### src/rtl/interrupt_controller.sv
// Four-source fixed-priority interrupt arbiter with a request/ack/done trap handshake.
// Define INTC_EXT_SYNC_EN to add a 2-flop synchronizer on int_ext1/int_ext2.
module interrupt_controller (
   input  logic        clk,
   input  logic        reset,
   input  logic        int_ext1,
   input  logic        int_ext2,
   input  logic        tim1_irq,
   input  logic        tim2_irq,
   input  logic [1:0]  reg_addr,
   input  logic [31:0] reg_wdata,
   input  logic        reg_we,
   output logic [31:0] reg_rdata,
   output logic        irq_req,
   output logic [1:0]  irq_cause,
   input  logic        irq_ack,
   input  logic        irq_done
);
   localparam logic [1:0] ST_IDLE    = 2'd0;
   localparam logic [1:0] ST_REQUEST = 2'd1;
   localparam logic [1:0] ST_SERVICE = 2'd2;

`ifdef INTC_EXT_SYNC_EN
   localparam int STAGES = 4;
`else
   localparam int STAGES = 2;
`endif

   logic [1:0]  pin;
   logic [1:0]  ext_edge;
   logic [3:0]  enable_reg;
   logic [3:0]  pending_reg;
   logic [3:0]  pending_next;
   logic [3:0]  set_vec;
   logic [3:0]  w1c_vec;
   logic [3:0]  ack_vec;
   logic [3:0]  masked;
   logic        gie_reg;
   logic [1:0]  state_reg;
   logic [1:0]  cause_reg;
   logic [1:0]  winner;
   logic        req_reg;

   assign pin = {int_ext2, int_ext1};

   // The top two chain stages are the edge detector (s, s_prev). valid_reg
   // tracks which stages hold a real post-reset sample, so a pin that is
   // already high when reset releases never looks like a rising edge.
   genvar gi;
   generate
      for (gi = 0; gi < 2; gi++) begin : g_ext
         logic [STAGES-1:0] chain_reg;
         logic [STAGES-1:0] valid_reg;

         always_ff @(posedge clk or posedge reset) begin
            if (reset) begin
               chain_reg <= '0;
               valid_reg <= '0;
            end else begin
               chain_reg <= {chain_reg[STAGES-2:0], pin[gi]};
               valid_reg <= {valid_reg[STAGES-2:0], 1'b1};
            end
         end

         assign ext_edge[gi] = chain_reg[STAGES-2] & ~chain_reg[STAGES-1] & valid_reg[STAGES-1];
      end
   endgenerate

   assign set_vec      = {tim2_irq, tim1_irq, ext_edge};
   assign w1c_vec      = (reg_we && reg_addr == 2'd1) ? reg_wdata[3:0] : 4'h0;
   assign ack_vec      = (state_reg == ST_REQUEST && irq_ack) ? (4'b0001 << cause_reg) : 4'h0;
   // New events are ORed in last so they survive a same-cycle clear.
   assign pending_next = (pending_reg & ~w1c_vec & ~ack_vec) | set_vec;
   assign masked       = pending_reg & enable_reg;

   always_comb begin
      winner = 2'd0;
      for (int i = 3; i >= 0; i--) begin
         if (masked[i]) winner = 2'(i);
      end
   end

   always_ff @(posedge clk or posedge reset) begin
      if (reset) begin
         enable_reg  <= 4'h0;
         pending_reg <= 4'h0;
         gie_reg     <= 1'b0;
         state_reg   <= ST_IDLE;
         cause_reg   <= 2'd0;
         req_reg     <= 1'b0;
      end else begin
         pending_reg <= pending_next;
         if (reg_we && reg_addr == 2'd0) enable_reg <= reg_wdata[3:0];
         if (reg_we && reg_addr == 2'd2) gie_reg <= reg_wdata[0];
         case (state_reg)
            ST_IDLE: begin
               if (gie_reg && (|masked)) begin
                  state_reg <= ST_REQUEST;
                  req_reg   <= 1'b1;
                  cause_reg <= winner;
               end
            end
            ST_REQUEST: begin
               if (irq_ack) begin
                  state_reg <= ST_SERVICE;
                  req_reg   <= 1'b0;
               end
            end
            ST_SERVICE: begin
               if (irq_done) state_reg <= ST_IDLE;
            end
            default: begin
               state_reg <= ST_IDLE;
               req_reg   <= 1'b0;
            end
         endcase
      end
   end

   always_comb begin
      reg_rdata = 32'h0;
      case (reg_addr)
         2'd0: reg_rdata[3:0] = enable_reg;
         2'd1: reg_rdata[3:0] = pending_reg;
         2'd2: reg_rdata[0]   = gie_reg;
         2'd3: reg_rdata[3:0] = {cause_reg, state_reg == ST_REQUEST, state_reg == ST_SERVICE};
         default: reg_rdata = 32'h0;
      endcase
   end

   assign irq_req   = req_reg;
   assign irq_cause = cause_reg;

endmodule

### config.mk
export PLATFORM = sky130hd
export DESIGN_NAME = interrupt_controller
export DESIGN_NICKNAME = d
export VERILOG_FILES = /design/src/rtl/interrupt_controller.sv
export SDC_FILE = /design/constraint.sdc
export NUM_CORES = 1
export LEC_CHECK = 0
export CAP_MARGIN = 15
export CORE_MARGIN = 4
export CORE_UTILIZATION = 25
export CTS_CLUSTER_DIAMETER = 200
export DETAILED_ROUTE_END_ITERATION = 16
export SYNTH_ARGS = -nofsm -noshare
export SYNTH_HDL_FRONTEND = slang
export SYNTH_SLANG_ARGS = --single-unit
### constraint.sdc
create_clock -name clk -period 4.1 [get_ports clk]
set_clock_uncertainty 0.2 [all_clocks]
set_input_delay 0.82 -clock clk [delete_from_list [all_inputs] [get_ports clk]]
set_output_delay 0.82 -clock clk [all_outputs]
set_load 0.02 [all_outputs]
=== Word level (Yosys, flattened, before mapping) ===
Index checks and enable logic that the tools add are counted.

* Bitwise gates (word level): 13
* Eq/ne operators: 8
* Mux-type cells: 15
* Reductions and logical operators: 11
* Shift operators: 1

{| class="wikitable"
|+ Operators with widths
! kind !! number
|-
| 2-bit 2-to-1 mux || 7
|-
| 4-bit bitwise AND || 3
|-
| 3-bit case mux with 3 select lines || 1
|-
| 4-bit 2-to-1 mux || 2
|-
| 4-bit inverter || 2
|-
| 2-bit == test, second input constant || 3
|-
| 2-bit != test, second input constant || 3
|-
| 2-bit case mux with 3 select lines || 1
|-
| 3-bit AND reduction || 2
|-
| 1-bit logical AND || 5
|-
| 1-bit bitwise AND || 4
|-
| 2-bit by 1-bit == test with 1-bit output, second input constant || 2
|-
| 2-bit logical NOT || 2
|-
| 4-bit bitwise OR || 1
|-
| 1-bit case mux with 4 select lines || 1
|-
| 4-bit OR reduction || 1
|-
| 1-bit by 2-bit << shifter with 4-bit output, first input constant || 1
|-
| 1-bit inverter || 3
|-
| 1-bit case mux with 3 select lines || 1
|-
| 1-bit 2-to-1 mux || 2
|-
| 2-bit AND reduction || 1
|}

* Logic and storage cells: 58
* Output and inout port bits: 35
* Flip-flop bits (word level): 22

=== Depth between registers and ports, before layout ===
Gate-level depths: netlist (run 1).

* Word-level depth: 7
* Mapped depth: 4

=== Worst setup path before layout (run 1) ===
No wires, ideal clock.

* Path type: input-to-output
* Start: input port reg_addr[0]
* End: output port reg_rdata[0]
* Arrival: 1603 ps
* Setup slack: 1477 ps
* Stages: 2
* Path buffers: 1
* Data required time: 3080 ps
* Path through: buf_2 -> mux4_2

* Longest elaborated chain between the ends: 2
* Elaborated cells between the ends (all ways): 5

{| class="wikitable"
|+ Ends and longest elaborated chain
! element !! line !! text
|-
| from (decl) || 10 || <nowiki>input logic [1:0] reg_addr,</nowiki>
|-
| 2-bit == test (tied with other cells) || 122 || <nowiki>case (reg_addr)</nowiki>
|-
| 1-bit case mux with 4 select lines * || 122 ||
|-
| to (decl) || 13 || <nowiki>output logic [31:0] reg_rdata,</nowiki>
|}

Every way passes the cells marked *; elsewhere a longest branch is shown, timed or not.

=== Worst setup path after layout (run 1) ===
* Start: input port reg_addr[0]
* End: output port reg_rdata[1]

* Longest elaborated chain between the ends: 2
* Elaborated cells between the ends (all ways): 4

{| class="wikitable"
|+ Ends and longest elaborated chain
! element !! line
|-
| 2-bit == test (tied with other cells) || 122
|-
| 3-bit case mux with 3 select lines * || 122
|}

Marks and branches as above.

==> results.ini, run 1 <==
[status]
status=finished, final reports clean

[sta]
post-route-period-util=0.847
peak_freq_ghz=0.288
totalNegativeSetupSlack_ns=0
setup-violations-final=0
finalHoldViolCount=0
tightestPinTransition_ns=0.766
final-max-slew-violation-count=0
maxSlewHeadroom=0.488
finalWorstPathRequiredPeriod_ns=3.47
grt_setup_unrepaired=no

[worst_setup_path]
worstSetupEndpointType=output pin
worstRegToRegCells=3
crit_slowest_cell=sky130_fd_sc_hd__clkdlybuf4s50_1
endpoint_required_time_on_the_critical_path_ns=3.08
setup.worst_path.class=in2out
rrSetupSlack_ns=2.51
worstSetupEndpoint=reg_rdata[1]
crit_path_frequent_cell=sky130_fd_sc_hd__clkdlybuf4s50_1
worst_setup_path_startpoint=reg_addr[0]
path_max_fanout=9
start_kind=primary input
regToRegStartpoint=state_reg[1]
timing.critical_path.cells=clkdlybuf4s50_1 > buf_4 > mux2i_1 > o22ai_1 > clkdlybuf4s50_1
timing.critical_path.arrival_ns=2.45
crit_path_max_incr_delay_ns=0.65
worst_r2r_endpoint=irq_cause[0]

[synth]
avgSynthCellArea_um2=10.7
post_synth_num_cell_types=32
synth.cell_area_um2=1130
edff_count_synth=0
synthesized_instance_count=106
synth_sequential_area_ratio=0.442
synthArstFlopShare=1.00
ys_ff_latch=20
ys_dominant_reg_cell=sky130_fd_sc_hd__dfrtp_1
yosysWarnings=0

[floorplan]
fp.dieArea_um2=5670
ioPinCount=78
initial_utilization=0.258
die-width_um=75.3
chipHeight_um=75.3
coreArea_um2=4380
placement_rows=24

[place]
place.detailed.hpwl_um=1830
gpl.final_weighted_congestion=0.813
io_buffers=21

[route]
antenna_violating_nets_post_route=0
wl_per_cell_um=12.9
post_drt_via_cell_ratio=4.39
detailed_route_wire_length_um=2330
first_iteration_detailed_routing_drc_count=22
drt-pass1-iter-count=4
num_vias=794
drcViolationCount=0

[clock_tree]
cts_tree=done
clock_tree.root_cell=sky130_fd_sc_hd__clkbuf_8
cts-resized-gates=0
tritoncts.num_buffers=3
post_cts.repair.setup_buffers=0
cts.path.max_buffers=2
clk-insertion-delay-late_ns=0.26
ctsHoldBuffers=0
cts.sink_count=20
clock_tree.htree_level_count=1
cts.clk_slew.worst_paths_ns=0.07

[hold_path]
hold_class=reg2reg
hold_path_depth=0

[layout]
area_growth_pct=19.3
insertedDiodeCount=0
final_util=0.308
drive_gt1_frac=0.109
nets=173

[job]
maxCapViolations=0

[global_route]
global_route_wire_length_before_repair_um=3610
grt_pass1_vias=757
groute.usage.overall=0.0838
antenna_found_initial=0
largest_net_degree_at_the_start_of_global_routing=21
globalRoute.totalOverflow=0

[pwr]
power.density_nw_per_um2=530
static-leakage-power_nw=0.595
power.ir.vdd_worst_v=0.000310

-- how the worst min path moves through the flow --
stage / startpoint / end / slack, ns
after floorplan: g_ext[1].valid_reg[0] / g_ext[0].valid_reg[1] / 0.13
after global placement: g_ext[1].valid_reg[0] / g_ext[0].valid_reg[1] / 0.13
after detailed placement: g_ext[1].valid_reg[0] / g_ext[0].valid_reg[1] / 0.15
after CTS: g_ext[1].valid_reg[0] / g_ext[0].valid_reg[1] / 0.17
after global routing: g_ext[1].valid_reg[0] / g_ext[0].valid_reg[1] / 0.17
final: g_ext[1].valid_reg[0] / g_ext[0].valid_reg[1] / 0.16
-- final cells by class --
type                    instances  area (µm²)
flip-flops and latches         20         500
inverters                       2        7.51
repair buffers                 22         218
clock buffers                   4        55.1
fillers                       465        3030
multi-input cells              81         505
well taps                      52        65.1
-- synthesized netlist by cell type, drive strengths merged (2+ instances only) --
library cell,n,share of area
nand3,2,0.0088
nor3b,3,0.024
a32o,2,0.018
a22o,3,0.023
mux2i,3,0.027
dfrtp,20,0.44
nand3b,2,0.013
buf,30,0.19
inv,2,0.0066
nand2,8,0.027
mux2,5,0.050
o22ai,2,0.011
conb,2,0.0066
a31o,2,0.015
o21ai,3,0.013
a21oi,4,0.018
-- routing by layer --
metal / up-vias / routed length [µm] / global-route usage
met5: - / 0 / 0
met4: 0 / 11 / 0.0214
met3: 4 / 191 / 0.0264
met2: 42 / 1120 / 0.134
met1: 387 / 1000 / 0.110
li1: 361 / - / -
-- worst max-delay path, delay by kind of cell --
| kind | cells | cell delay, ns |
|---|---|---|
| AO/OA/AOI/OAI | 1 | 0.17 |
| buffers and inverters | 3 | 1.37 |
| multiplexers | 1 | 0.10 |
-- stage by stage --
stage | cell area [µm²] | hold WS [ns] | total power [mW] | cells | setup WS [ns]
after global placement | 1300 | 0.135 | 0.556 | 177 | 0.632
final | 1350 | 0.164 | 0.716 | 181 | 0.626
after floorplan | 1230 | 0.131 | 0.481 | 133 | 1.48
after detailed placement | 1300 | 0.151 | 0.566 | 177 | 0.616
after CTS | 1350 | 0.167 | 0.717 | 181 | 0.610
after global routing | 1350 | 0.167 | 0.753 | 181 | 0.540
-- power by group --
group | switching [mW] | total (mW) | leakage (nW) | internal, mW
clock | 0.0660 | 0.151 | 0.0288 | 0.0855
combinational | 0.128 | 0.258 | 0.336 | 0.130
sequential | 0.0615 | 0.306 | 0.230 | 0.245
total | 0.256 | 0.716 | 0.595 | 0.460
-- kinds of logic after synthesis --
group / count (synthesis) / share of synthesized area
other: 2 / 0.00663
AND/OR/NAND/NOR: 23 / 0.124
multiplexers: 9 / 0.0961
buffers and inverters: 32 / 0.201
AO/OA/AOI/OAI: 20 / 0.130
flip-flops: 20 / 0.442
-- cells in the final DEF, fill, tap and decap left out, drive strengths merged --
cell type and n:
or2b 1, inv 2, buf 1, a31o 2, o22ai 2, a32o 2, nand2b 1, or3 1
a21oi 4, nand2 8, clkbuf 4, nor3b 3, o2bb2ai 1, clkdlybuf4s50 21, and2b 1, o21ai 3
mux2i 3, a21bo 1, and3b 1, nor2b 1, mux4 1, a21boi 1, a22o 3, nand3b 2
dfrtp 20, conb 29, nand4 1, or3b 1, nand3 2, mux2 5, a221o 1
Note: power is estimated with default switching activity, not from simulation.
==> inputs of run 2 (changes only) <==
Clock period 4.1 ns to 3.6 ns, I/O delays scaled along.
==> results of run 2 <==
Same layout as run 1 (identical final DEF). Status: finished, final reports clean.
Main changes from that run: setup slack after placement 0.616 ns -> 0.316 ns; setup slack after layout 0.626 ns -> 0.326 ns; register-to-register setup slack 2.51 ns -> 2.01 ns; total power 0.716 mW -> 0.815 mW; worst IR drop on VDD 0.000310 V -> 0.000353 V
